[config.mk]
export PLATFORM = sky130hd
export DESIGN_NAME = lagd_reg_bcast_demux_flat
export DESIGN_NICKNAME = d
export VERILOG_FILES = /design/src/rtl/lagd_reg_bcast_demux_if.sv /design/src/rtl/lagd_reg_bcast_demux.sv /design/src/flat_wrapper.sv
export SDC_FILE = /design/constraint.sdc
export NUM_CORES = 1
export LEC_CHECK = 0
export ABC_AREA = 1
export BUFFER_PORTS_ARGS = -buffer_cell sky130_fd_sc_hd__buf_2
export CAP_MARGIN = 20
export CORE_AREA = 2 2 137 139
export CTS_BUF_LIST = sky130_fd_sc_hd__clkbuf_16
export DETAILED_ROUTE_END_ITERATION = 10
export DIE_AREA = 0 0 139 141
export GPL_ROUTABILITY_DRIVEN = 0
export PLACE_DENSITY = 0.7
export SLEW_MARGIN = 20
export SYNTH_ARGS = -nofsm -noshare
export SYNTH_HDL_FRONTEND = slang
export SYNTH_SLANG_ARGS = --single-unit
[constraint.sdc]
create_clock -name clk_i -period 2.8 [get_ports clk_i]
set_clock_uncertainty 0.2 [all_clocks]
set_input_delay 0.14 -clock clk_i [delete_from_list [all_inputs] [get_ports clk_i]]
set_output_delay 0.14 -clock clk_i [all_outputs]
set_load 0.005 [all_outputs]
[src/rtl/lagd_reg_bcast_demux_if.sv]
// Register bus bundle for the broadcast demux: the upstream request/response
// group (s_*) and the shared downstream target group (m_*).
interface lagd_reg_bcast_demux_if #(
  parameter int unsigned NumTargets = 4,
  parameter int unsigned AddrWidth  = 48,
  parameter int unsigned DataWidth  = 32
);
  localparam int unsigned StrbWidth = DataWidth / 8;

  // Upstream side
  logic                                 s_valid_i;
  logic                                 s_write_i;
  logic [AddrWidth-1:0]                 s_addr_i;
  logic [DataWidth-1:0]                 s_wdata_i;
  logic [StrbWidth-1:0]                 s_wstrb_i;
  logic [DataWidth-1:0]                 s_rdata_o;
  logic                                 s_error_o;
  logic                                 s_ready_o;

  // Downstream side, request fields shared by every target
  logic [NumTargets-1:0]                m_valid_o;
  logic                                 m_write_o;
  logic [AddrWidth-1:0]                 m_addr_o;
  logic [DataWidth-1:0]                 m_wdata_o;
  logic [StrbWidth-1:0]                 m_wstrb_o;
  logic [NumTargets-1:0][DataWidth-1:0] m_rdata_i;
  logic [NumTargets-1:0]                m_error_i;
  logic [NumTargets-1:0]                m_ready_i;

  // Requester view: issues requests, receives the one-cycle response
  modport master (
    output s_valid_i, s_write_i, s_addr_i, s_wdata_i, s_wstrb_i,
    input  s_rdata_o, s_error_o, s_ready_o
  );

  // Demux view: serves the requester and fans out to the targets
  modport slave (
    input  s_valid_i, s_write_i, s_addr_i, s_wdata_i, s_wstrb_i,
    output s_rdata_o, s_error_o, s_ready_o,
    output m_valid_o, m_write_o, m_addr_o, m_wdata_o, m_wstrb_o,
    input  m_rdata_i, m_error_i, m_ready_i
  );

  // Target-array view
  modport target (
    input  m_valid_o, m_write_o, m_addr_o, m_wdata_o, m_wstrb_o,
    output m_rdata_i, m_error_i, m_ready_i
  );
endinterface

[src/rtl/lagd_reg_bcast_demux.sv]
// Register-bus demultiplexer: routes one upstream request to a single Ising
// core target (unicast) or to all targets at once (broadcast write), collects
// the completions and returns a single registered response strobe.
module lagd_reg_bcast_demux #(
  parameter int unsigned NumTargets    = 4,
  parameter int unsigned AddrWidth     = 48,
  parameter int unsigned DataWidth     = 32,
  parameter int unsigned IdxLsb        = 16,
  parameter int unsigned TimeoutCycles = 1024
) (
  input  logic                  clk_i,
  input  logic                  rst_ni,
  lagd_reg_bcast_demux_if.slave bus,
  output logic [NumTargets-1:0] to_sticky_o,
  input  logic                  clr_i
);

  localparam int unsigned StrbWidth = DataWidth / 8;
  // Index field is wide enough to hold NumTargets, so all-ones is never a valid target
  localparam int unsigned IdxW = ($clog2(NumTargets + 1) > 1) ? $clog2(NumTargets + 1) : 1;
  localparam int unsigned CntW = ($clog2(TimeoutCycles + 1) > 1) ? $clog2(TimeoutCycles + 1) : 1;
  localparam logic [IdxW-1:0] IdxNum  = IdxW'(NumTargets);
  localparam logic [CntW-1:0] CntLast = CntW'((TimeoutCycles > 0) ? TimeoutCycles - 1 : 0);
  localparam bit              TimeoutEn = (TimeoutCycles != 0);

  typedef enum logic [1:0] {
    IDLE  = 2'd0,
    UNI   = 2'd1,
    BCAST = 2'd2,
    RESP  = 2'd3
  } state_e;

  state_e                state_q, state_d;
  logic                  write_q, write_d;
  logic [AddrWidth-1:0]  addr_q, addr_d;
  logic [DataWidth-1:0]  wdata_q, wdata_d;
  logic [StrbWidth-1:0]  wstrb_q, wstrb_d;
  logic [NumTargets-1:0] pending_q, pending_d;
  logic [DataWidth-1:0]  rdata_q, rdata_d;
  logic                  error_q, error_d;
  logic [CntW-1:0]       cnt_q, cnt_d;
  logic [NumTargets-1:0] sticky_q, sticky_d;

  logic [IdxW-1:0]                      req_idx;
  logic [NumTargets-1:0]                req_onehot;
  logic [NumTargets-1:0]                ready_hit;
  logic [NumTargets-1:0]                pending_left;
  logic [NumTargets-1:0][DataWidth-1:0] rdata_masked;
  logic [DataWidth-1:0]                 rdata_sel;
  logic                                 err_hit;
  logic                                 timeout;
  logic                                 resp_active;

  assign req_idx = bus.s_addr_i[IdxLsb +: IdxW];

  // A ready only counts for a target that is currently being driven valid
  assign ready_hit    = pending_q & bus.m_ready_i;
  assign pending_left = pending_q & ~bus.m_ready_i;
  assign err_hit      = |(ready_hit & bus.m_error_i);
  assign timeout      = TimeoutEn && (cnt_q == CntLast);

  // Per-target index decode and read-data masking
  for (genvar gi = 0; gi < NumTargets; gi++) begin : g_target
    assign req_onehot[gi]   = (req_idx == IdxW'(gi));
    assign rdata_masked[gi] = ready_hit[gi] ? bus.m_rdata_i[gi] : '0;
  end

  // OR-combine the masked read data; in unicast at most one lane is live
  always_comb begin
    rdata_sel = '0;
    for (int i = 0; i < NumTargets; i++) begin
      rdata_sel = rdata_sel | rdata_masked[i];
    end
  end

  // Next-state and datapath updates for the request/response sequencer
  always_comb begin
    state_d   = state_q;
    write_d   = write_q;
    addr_d    = addr_q;
    wdata_d   = wdata_q;
    wstrb_d   = wstrb_q;
    pending_d = pending_q;
    rdata_d   = rdata_q;
    error_d   = error_q;
    cnt_d     = cnt_q;
    // Clear first so that a timeout set in the same cycle overrides it
    sticky_d  = clr_i ? '0 : sticky_q;

    unique case (state_q)
      IDLE: begin
        if (bus.s_valid_i) begin
          write_d = bus.s_write_i;
          addr_d  = bus.s_addr_i;
          wdata_d = bus.s_wdata_i;
          wstrb_d = bus.s_wstrb_i;
          cnt_d   = '0;
          rdata_d = '0;
          error_d = 1'b0;
          if (req_idx < IdxNum) begin
            pending_d = req_onehot;
            state_d   = UNI;
          end else if ((req_idx == '1) && bus.s_write_i) begin
            pending_d = '1;
            state_d   = BCAST;
          end else begin
            // Unmapped index or broadcast read: answer with an error directly
            error_d = 1'b1;
            state_d = RESP;
          end
        end
      end

      UNI: begin
        cnt_d = cnt_q + CntW'(1);
        if (pending_left == '0) begin
          rdata_d   = rdata_sel;
          error_d   = err_hit;
          pending_d = '0;
          state_d   = RESP;
        end else if (timeout) begin
          sticky_d  = sticky_d | pending_left;
          rdata_d   = '0;
          error_d   = 1'b1;
          pending_d = '0;
          state_d   = RESP;
        end
      end

      BCAST: begin
        cnt_d     = cnt_q + CntW'(1);
        pending_d = pending_left;
        error_d   = error_q | err_hit;
        rdata_d   = '0;
        if (pending_left == '0) begin
          state_d = RESP;
        end else if (timeout) begin
          // Targets that answered this very cycle are not flagged
          sticky_d  = sticky_d | pending_left;
          error_d   = 1'b1;
          pending_d = '0;
          state_d   = RESP;
        end
      end

      RESP: begin
        rdata_d = '0;
        error_d = 1'b0;
        state_d = IDLE;
      end

      default: begin
        pending_d = '0;
        state_d   = IDLE;
      end
    endcase
  end

  // State and request registers, cleared asynchronously so a reset aborts at once
  always_ff @(posedge clk_i or negedge rst_ni) begin
    if (!rst_ni) begin
      state_q   <= IDLE;
      write_q   <= 1'b0;
      addr_q    <= '0;
      wdata_q   <= '0;
      wstrb_q   <= '0;
      pending_q <= '0;
      rdata_q   <= '0;
      error_q   <= 1'b0;
      cnt_q     <= '0;
      sticky_q  <= '0;
    end else begin
      state_q   <= state_d;
      write_q   <= write_d;
      addr_q    <= addr_d;
      wdata_q   <= wdata_d;
      wstrb_q   <= wstrb_d;
      pending_q <= pending_d;
      rdata_q   <= rdata_d;
      error_q   <= error_d;
      cnt_q     <= cnt_d;
      sticky_q  <= sticky_d;
    end
  end

  // The pending mask doubles as the per-target valid in both unicast and broadcast
  assign bus.m_valid_o = pending_q;
  assign bus.m_write_o = write_q;
  assign bus.m_addr_o  = addr_q;
  assign bus.m_wdata_o = wdata_q;
  assign bus.m_wstrb_o = wstrb_q;

  // Response fields read as zero outside the response strobe
  assign resp_active   = (state_q == RESP);
  assign bus.s_ready_o = resp_active;
  assign bus.s_rdata_o = resp_active ? rdata_q : '0;
  assign bus.s_error_o = resp_active & error_q;

  assign to_sticky_o = sticky_q;

endmodule

[src/flat_wrapper.sv]
// flat-port wrapper written by rule: the top's interface ports become plain ports
module lagd_reg_bcast_demux_flat 
#(
  parameter int unsigned NumTargets    = 4,
  parameter int unsigned AddrWidth     = 48,
  parameter int unsigned DataWidth     = 32,
  parameter int unsigned IdxLsb        = 16,
  parameter int unsigned TimeoutCycles = 1024
)
  (clk_i, rst_ni, to_sticky_o, clr_i, bus_s_valid_i, bus_s_write_i, bus_s_addr_i, bus_s_wdata_i, bus_s_wstrb_i, bus_s_rdata_o, bus_s_error_o, bus_s_ready_o, bus_m_valid_o, bus_m_write_o, bus_m_addr_o, bus_m_wdata_o, bus_m_wstrb_o, bus_m_rdata_i, bus_m_error_i, bus_m_ready_i);
  lagd_reg_bcast_demux_if #(.NumTargets(NumTargets), .AddrWidth(AddrWidth), .DataWidth(DataWidth)) bus_i ();
  input  logic clk_i;
  input  logic rst_ni;
  output logic [NumTargets-1:0] to_sticky_o;
  input  logic clr_i;
  input wire logic [$bits(bus_i.s_valid_i)-1:0] bus_s_valid_i;
  input wire logic [$bits(bus_i.s_write_i)-1:0] bus_s_write_i;
  input wire logic [$bits(bus_i.s_addr_i)-1:0] bus_s_addr_i;
  input wire logic [$bits(bus_i.s_wdata_i)-1:0] bus_s_wdata_i;
  input wire logic [$bits(bus_i.s_wstrb_i)-1:0] bus_s_wstrb_i;
  output wire logic [$bits(bus_i.s_rdata_o)-1:0] bus_s_rdata_o;
  output wire logic [$bits(bus_i.s_error_o)-1:0] bus_s_error_o;
  output wire logic [$bits(bus_i.s_ready_o)-1:0] bus_s_ready_o;
  output wire logic [$bits(bus_i.m_valid_o)-1:0] bus_m_valid_o;
  output wire logic [$bits(bus_i.m_write_o)-1:0] bus_m_write_o;
  output wire logic [$bits(bus_i.m_addr_o)-1:0] bus_m_addr_o;
  output wire logic [$bits(bus_i.m_wdata_o)-1:0] bus_m_wdata_o;
  output wire logic [$bits(bus_i.m_wstrb_o)-1:0] bus_m_wstrb_o;
  input wire logic [$bits(bus_i.m_rdata_i)-1:0] bus_m_rdata_i;
  input wire logic [$bits(bus_i.m_error_i)-1:0] bus_m_error_i;
  input wire logic [$bits(bus_i.m_ready_i)-1:0] bus_m_ready_i;
  assign bus_i.s_valid_i = bus_s_valid_i;
  assign bus_i.s_write_i = bus_s_write_i;
  assign bus_i.s_addr_i = bus_s_addr_i;
  assign bus_i.s_wdata_i = bus_s_wdata_i;
  assign bus_i.s_wstrb_i = bus_s_wstrb_i;
  assign bus_s_rdata_o = bus_i.s_rdata_o;
  assign bus_s_error_o = bus_i.s_error_o;
  assign bus_s_ready_o = bus_i.s_ready_o;
  assign bus_m_valid_o = bus_i.m_valid_o;
  assign bus_m_write_o = bus_i.m_write_o;
  assign bus_m_addr_o = bus_i.m_addr_o;
  assign bus_m_wdata_o = bus_i.m_wdata_o;
  assign bus_m_wstrb_o = bus_i.m_wstrb_o;
  assign bus_i.m_rdata_i = bus_m_rdata_i;
  assign bus_i.m_error_i = bus_m_error_i;
  assign bus_i.m_ready_i = bus_m_ready_i;
  lagd_reg_bcast_demux #(.NumTargets(NumTargets), .AddrWidth(AddrWidth), .DataWidth(DataWidth), .IdxLsb(IdxLsb), .TimeoutCycles(TimeoutCycles)) u_core (.clk_i(clk_i), .rst_ni(rst_ni), .bus(bus_i), .to_sticky_o(to_sticky_o), .clr_i(clr_i));
endmodule
=== Yosys cells after proc, flatten, opt, wreduce, memory -nomap -nowiden ===
Cells that the tools add are included.

* Word-level logic and storage cells: 85
* Output and inout port bits: 127
* Bits in registers: 139

* Magnitude comparators: 1
* Reduce and logical (&&, ||, !) cells: 14
* Muxes and demuxes: 37
* Equality and inequality tests: 12
* Bitwise operators: 10
* $add $sub $neg: 1

{| class="wikitable"
|+ Operators with widths
! kind !! count
|-
| two-way mux 32 bit || 8
|-
| bitwise OR 32 bit || 3
|-
| one-hot mux 32 bit (3 select lines) || 1
|-
| two-way mux 4 bit || 11
|-
| one-hot mux 11 bit (2 select lines) || 1
|-
| bitwise AND 4 bit || 3
|-
| one-hot mux 4 bit (3 select lines) || 1
|-
| adder 11 x 1 -> 11 bit, second input constant || 1
|-
| equality test 11 x 10 -> 1 bit, second input constant || 1
|-
| two-way mux 11 bit || 1
|-
| inequality test 3 x 1 -> 1 bit, second input constant || 3
|-
| two-way mux 1 bit || 8
|-
| two-way mux 2 bit || 4
|-
| AND reduction 2 bit || 4
|-
| equality test 3 x 2 -> 1 bit, second input constant || 2
|-
| one-hot mux 2 bit (3 select lines) || 1
|-
| equality test 2 bit, second input constant || 2
|-
| zero test 4 bit || 1
|-
| NOT 4 bit || 1
|-
| bitwise OR 4 bit || 1
|-
| one-hot mux 1 bit (4 select lines) || 1
|-
| AND reduction 4 bit || 1
|-
| OR reduction 2 bit || 2
|-
| OR reduction 4 bit || 1
|-
| other kinds (12) || 12
|}

=== Logic depth before layout (Yosys ltp) ===
Gate-level depths: netlist (run 1).

* Depth after elaboration: 7
* Depth in mapped cells: 12
* Gate-level depth less buffers: 12

=== Worst setup path after synthesis (run 1) ===
OpenSTA, ideal clock, no wires.

* Path type: reg2reg
* From: register u_core.state_q[0]
* To: register u_core.cnt_q[10]
* Buffers on the path: 0
* Setup slack: 0.975 ns
* Required time: 2.481 ns
* Arrival time: 1.506 ns
* Stages on the path, launching flop included: 12
* Cell sequence: dfrtp_1 > inv_1 > ha_1 > nand2_1 > nand2_2 > inv_1 > nor3_2 > nand2_1 > nor2_1 > nand3_1 > nand2_1 > nor2_1

* Longest elaborated chain between the ends: 4
* Elaborated cells between the ends (all ways): 8
* Those cells by class: 3 x eq/ne; 1 x mux; 4 x reduce/logical

{| class="wikitable"
|+ RTL lines
! what !! line !! source
|-
| start, declared || lagd_reg_bcast_demux.sv:33 || <nowiki>state_e state_q, state_d;</nowiki>
|-
| start signal, assigned || lagd_reg_bcast_demux.sv:173 || <nowiki>state_q <= state_d;</nowiki>
|-
| equality test 2 x 1 -> 1 bit / equality test 2 bit (equally long branches) || lagd_reg_bcast_demux.sv:90 || <nowiki>unique case (state_q)</nowiki>
|-
| OR reduction 2 bit (no source line) || -- ||
|-
| nonzero test 2 bit (no source line) || -- ||
|-
| AND reduction 2 bit (no source line) || -- ||
|-
| end signal, assigned || lagd_reg_bcast_demux.sv:181 || <nowiki>cnt_q <= cnt_d;</nowiki>
|-
| end, declared || lagd_reg_bcast_demux.sv:41 || <nowiki>logic [CntW-1:0] cnt_q, cnt_d;</nowiki>
|}

Parallel ways exist; a longest one is shown, timed or not.
A chain may end at the register's enable or synchronous reset.

=== Final worst setup path (run 1) ===
* From: register u_core.state_q[0]
* To: register u_core.wdata_q[1] (netlist: u_core.bus.m_wdata_o[1])

* Longest elaborated chain between the ends: 2

{| class="wikitable"
|+ RTL lines
! what !! line !! source
|-
| zero test 2 bit || lagd_reg_bcast_demux.sv:90 ||
|-
| AND reduction 2 bit (no source line) || -- ||
|-
| end signal, assigned || lagd_reg_bcast_demux.sv:176 || <nowiki>wdata_q <= wdata_d;</nowiki>
|-
| end, declared || lagd_reg_bcast_demux.sv:36 || <nowiki>logic [DataWidth-1:0] wdata_q, wdata_d;</nowiki>
|}

No other way between the ends.

==> flow_summary.yaml, run 1 <==
run_status:
  outcome: "completed"
timing:
  maxSlewViolCount: 0
  slew-limit-headroom_pct: 48.16
  fin_crit_ns: 2.392
  layout_setup_ws_ns: 0.4079
  final_hold_viol_count: 0
  max_slew.worst_pin.slew_ns: 0.7775
  grt_setup_unrepaired: "false"
  holdWs_ns: 0.01025
  setup_tns_ns: 0
  setup_violations: 0
  fin_crit_sh_pct: 85.43
  fmax_ghz: 0.4180
routing:
  first_iter_violations: 431
  route.met3.wl_um: 2356
  dr_wl_met2_um: 12890
  drt-met1-wl_um: 10190
  vias: 8229
  drt_pass1_iterations: 5
  via_per_inst: 4.936
  top_layer: "met5"
  wl_per_cell_um: 15.86
  wirelength_um: 26430
  antenna_violating_nets_post_route: 0
  remaining_drc_errors: 0
logic_synthesis:
  ys_ff_latch: 139
  synth_xor_area_share_pct: 0.1242
  ys_types: 32
  synth_compound_area_share_pct: 6.388
  netlist_area_um2: 7052
  synth-main-ff-cell: "dfrtp_1"
  yosys-top-cells-area: "dfrtp_1 (49%), nand2_1 (23%), nand3_1 (5.3%)"
  synth_area_per_cell_um2: 7.615
  synth_edf_count: 0
  syn-num-nets: 1156
  muxShareOfSynthArea_pct: 0
  synth_warnings: 0
  synth_largest_area_cell: "dfrtp_1"
  synth.top_cell.area_share_pct: 49.33
  synthCells: 926
  synth-simple-area-share_pct: 36.27
  synth_top_family_by_area: "simple AND/OR/NAND/NOR gates"
  yosys.area_share.adder_pct: 0.8872
  async_flop_share_pct: 100.0
  yosysSeqAreaShare_pct: 49.33
placement:
  pre_cts_ws_ns: 0.5901
  port_buffers: 351
  dp_hpwl_um: 17240
  place_inst: 1473
pwr:
  leakage_uw: 0.006295
  power_density_nw_per_um2: 869.2
  vdd_drop_max_mv: 0.4814
final_layout:
  seq_area_um2: 3478
  final_common_cell: "nand2_1"
  layout.nets: 1646
  nFillCells: 1566
  final_cell_mix: "nand2_1 (428), buf_2 (350), dlygate4sd3_1 (158)"
  finalNonFillerCells: 1667
  area_growth_syn_to_layout_pct: 58.64
  multiInputGateArea_um2: 3089
  drive_above_1_share_pct: 32.33
critical_path:
  r2r-start: "u_core.state_q[0]$_DFFE_PN0P_"
  timing.rr.end: "u_core.bus.m_wdata_o[1]$_DFFE_PN0P_"
  max_stage_delay_ns: 0.56
  worst-r2r-setup-slack_ns: 0.41
  cp-start-kind: "register"
  critPathRequiredTime_ns: 2.94
  end_kind: "register"
  crit_chain: "inv_1 > ha_1 > nand2_4 > inv_2 > buf_12 > nand2_1 > nand2_1 > dlygate4sd3_1"
  cp_common_cell: "nand2_1"
  slowest_stage: "dlygate4sd3_1"
  startpoint: "u_core.state_q[0]$_DFFE_PN0P_"
  worstPathMaxFanout: 82
  r2r_cells: 8
  cp_data_arrival_time_ns: 2.54
  crit_type: "reg2reg"
die:
  start_util_pct: 38.60
  rows: 50
  die_area_um2: 19600
  design.core.area_um2: 18270
  die_w_um: 139
  num_io_pins: 352
  die_h_um: 141
cts:
  cts_setup_buffers: 0
  numClockSinks: 139
  root_buffer: "clkbuf_16"
  postCtsResizedCells: 0
  cts_tree: "yes"
  cts_max_path_buffers: 2
  cts_buffers: 17
  htree_levels: 4
  clk_pin_slew_worst_paths_ns: 0.06
  worstSkewPairLatency_ns: 0.42
grt:
  first_global_vias: 8202
  track_usage_pct: 26.69
  grt-ovfl-total: 0
  grt_pass1_wl_um: 41660
  grt_max_degree: 83
  antenna_found_initial: 5
worst_hold_path:
  holdPathStages: 3
  hp-class: "in2reg"
  min_from: "bus_s_valid_i"
  min_to: "u_core.bus.m_addr_o[16]$_DFFE_PN0P_"
flow_run:
  cap_viol_max_count: 0
synthesized netlist by cell type, types with 2 or more instances:
library cell  number
a21oi_1           13
a32o_1             3
buf_2              8
buf_6              6
clkbuf_1          39
dfrtp_1          139
ha_1               5
inv_1             62
nand2_1          428
nand2_2           31
nand3_1           75
nand4_1           35
nor2_1            12
nor2_2             4
nor3_1             2
o21ai_0           18
o21ai_1           10
o21ai_2           22
where the power goes:
group	internal (uW)	leakage, uW	switching (uW)
Sequential	2780	0.00179	489
Clock	1260	0.000279	963
Combinational	1790	0.00422	2440
cells by family after synthesis:
family          after synthesis
flops                       139
fa+ha+maj                     5
compound gates               69
simple gates                595
buf+inv                     117
xor+xnor                      1
registers in the layout, summed over array words and instances (netlist names), 2 cells and up:
register / flops
u_core.bus.m_addr_o: 48
u_core.bus.m_valid_o: 4
u_core.bus.m_wdata_o: 32
u_core.bus.m_wstrb_o: 4
u_core.cnt_q: 11
u_core.rdata_q: 32
u_core.state_q: 2
u_core.to_sticky_o: 4
what timing repair did:
| action | 4_1_cts | 5_1_grt |
|---|---|---|
| hold endpoints to repair | 186 | 0 |
| setup endpoints to repair | 0 | 0 |
| hold buffers | 158 | 0 |
how the worst max path moves through the flow:
stage               cells after the start  slack [ns]                             endpoint
detailed placement                      8        0.59        u_core.rdata_q[1]$_DFFE_PN0P_
floorplan                              11        0.97         u_core.cnt_q[10]$_DFFE_PN0P_
global placement                        8        0.69        u_core.rdata_q[6]$_DFFE_PN0P_
CTS                                     8        0.45  u_core.bus.m_wdata_o[0]$_DFFE_PN0P_
finish                                  8        0.41  u_core.bus.m_wdata_o[1]$_DFFE_PN0P_
global route                            8        0.26  u_core.bus.m_wdata_o[1]$_DFFE_PN0P_
metal layers:
layer	global-route usage, %	up-vias
met2	45.16	440
met4	12.81	2
li1	-	3910
met3	7.541	65
met1	31.47	3812
met5	0	-
critical path, delay by kind of cell, from the launching register on:
family        cells  cell delay, ns
flops             1            0.40
simple gates      3            0.35
buf+inv           4            1.07
fa+ha+maj         1            0.24
final cells by class:
class	count	share of cell area, %
antenna	4	0.08948
clock buffer	17	3.803
clock inverter	15	1.364
inverter	63	2.114
multi-input combinational	670	27.61
sequential	139	31.09
tap	234	2.617
timing repair buffer	525	31.31
stage by stage:
step | util [%] | area (um^2) | power, uW
after floorplan | - | 7052 | 5481
after global placement | 49.36 | 9017 | 6887
after detailed placement | 49.36 | 9017 | 6963
after CTS | 61.18 | 11180 | 9700
after global routing | 61.24 | 11190 | 10430
final | 61.24 | 11190 | 9724
No activity file was read; power rests on OpenSTA's default activity.
==> run 2, diff against run 1 <==
- GPL_ROUTABILITY_DRIVEN: 0 -> 1
- PLACE_DENSITY: 0.7 -> 0.73
- clock period: 2.8 -> 2.2 ns (I/O delays scaled with it)
==> flow_summary.yaml, run 2 (same netlist as run 1, synthesis figures left out) <==
routing:
  wirelength_um: 26300
  wl_per_cell_um: 15.81
  via_per_inst: 4.921
  antenna_violating_nets_post_route: 0
  drt_pass1_iterations: 5
  first_iter_violations: 596
  remaining_drc_errors: 0
  vias: 8183
final_layout:
  final_cell_mix: "nand2_1 (428), buf_2 (350), dlygate4sd3_1 (153)"
  final_common_cell: "nand2_1"
  fin_util_pct: 61.56
  drive_above_1_share_pct: 32.63
  finalNonFillerCells: 1663
  layout.nets: 1645
  area_growth_syn_to_layout_pct: 59.48
  largest_register_ffs: 48
critical_path:
  max_stage_delay_ns: 0.60
  crit_type: "reg2reg"
  startpoint: "u_core.bus.m_valid_o[3]$_DFFE_PN0P_"
  critPathRequiredTime_ns: 2.34
  cp_data_arrival_time_ns: 2.22
  r2r-start: "u_core.bus.m_valid_o[3]$_DFFE_PN0P_"
  r2r_cells: 8
  crit_chain: "nand2_1 > inv_1 > buf_8 > nand2_1 > nand4_1 > dlygate4sd3_1 > nand2_1 > o21ai_2"
  end_kind: "register"
  cp-start-kind: "register"
  worstPathMaxFanout: 32
  cp_common_cell: "nand2_1"
  slowest_stage: "dlygate4sd3_1"
die:
  start_util_pct: 38.60
  die_h_um: 141
  num_io_pins: 352
  die_w_um: 139
  rows: 50
  die_area_um2: 19600
  design.core.area_um2: 18270
grt:
  grt-ovfl-total: 0
  first_global_vias: 8283
  grt_pass1_wl_um: 41730
  grt_max_degree: 83
  track_usage_pct: 26.35
  antenna_found_initial: 1
worst_hold_path:
  hp-class: "in2async"
timing:
  max_slew.worst_pin.slew_ns: 0.7542
  holdWs_ns: -0.003399
  setup_tns_ns: 0
  fin_crit_ns: 2.076
  slew-limit-headroom_pct: 49.72
  final_hold_viol_count: 1
  maxSlewViolCount: 0
  grt_setup_unrepaired: "false"
  fmax_ghz: 0.4818
  setup_violations: 0
  fin_crit_sh_pct: 94.35
pwr:
  leakage_uw: 0.006323
  vdd_drop_max_mv: 0.6191
  power_density_nw_per_um2: 1107
cts:
  clk_pin_slew_worst_paths_ns: 0.06
  worstSkewPairLatency_ns: 0.41
  cts_tree: "yes"
  numClockSinks: 139
  root_buffer: "clkbuf_16"
  cts_buffers: 17
  cts_max_path_buffers: 2
  htree_levels: 4
placement:
  place_congestion: 0.9312
  dp_hpwl_um: 17100
  place_inst: 1476
  port_buffers: 351
flow_run:
  cap_viol_max_count: 0
run_status:
  outcome: "finished with violations"
  violations: "negative hold slack"
## run 2: layer usage
| metal | GRT usage (%) | share of wire, % |
|---|---|---|
| met1 | 31.83 | 39 |
| met4 | 11.22 | 3.1 |
| met3 | 6.726 | 9.0 |
| met5 | 0 | 0 |
| met2 | 44.91 | 49 |
## run 2: final timing paths
path                                                            end  slack [ns]
worst min-delay path                 u_core.rdata_q[20]$_DFFE_PN0P_      -0.003
worst min register to register  u_core.bus.m_addr_o[45]$_DFFE_PN0P_        0.27
worst max register to register       u_core.rdata_q[15]$_DFFE_PN0P_        0.12
min in group clk_i                  u_core.to_sticky_o[3]$_DFF_PN0_        0.03
worst max-delay path                 u_core.rdata_q[15]$_DFFE_PN0P_        0.12
max in group asynchronous       u_core.bus.m_wstrb_o[1]$_DFFE_PN0P_        1.14
## run 2: area by class of cell
type	count	area [um^2]
Timing Repair Buffer	524	3552
Fill cell	1552	7022
Sequential cell	139	3478
Clock buffer	17	425.4
Tap cell	234	292.8
Clock inverter	15	165.2
Multi-Input combinational cell	670	3093
Inverter	63	236.5
Antenna cell	1	2.502
## run 2: where the power goes
part	switching (uW)	total, uW	internal [uW]
Sequential	621	4170	3540
Clock	1180	2870	1700
Combinational	3110	5410	2300
Total	4910	12400	7540
## run 2: per-stage QoR
stage / cell area (um^2) / hold slack (ns) / total power [uW] / setup WS [ns]
finish: 11250 / -0.003399 / 12440 / 0.1243
global route: 11250 / 0.03457 / 13350 / 0.0002518
CTS: 11220 / 0.001213 / 12400 / 0.02203
detailed placement: 9097 / -0.1306 / 8945 / 0.1943
global placement: 9097 / -0.1296 / 8861 / 0.2778
floorplan: 7052 / -0.3856 / 6976 / 0.3749
## run 2: critical path, delay by kind of cell, from the launching register on
kind	cells	cell delay, ns
compound gates	1	0.12
buf+inv	3	0.89
flops	1	0.40
simple gates	4	0.36
## run 2: timing repair
| action | in CTS | in global routing |
|---|---|---|
| hold buffers | 153 | 0 |
| endpoints found under the setup margin | 0 | 27 |
| hold endpoints to repair | 269 | 0 |
| resized for setup | 0 | 4 |
| setup buffers | 0 | 1 |
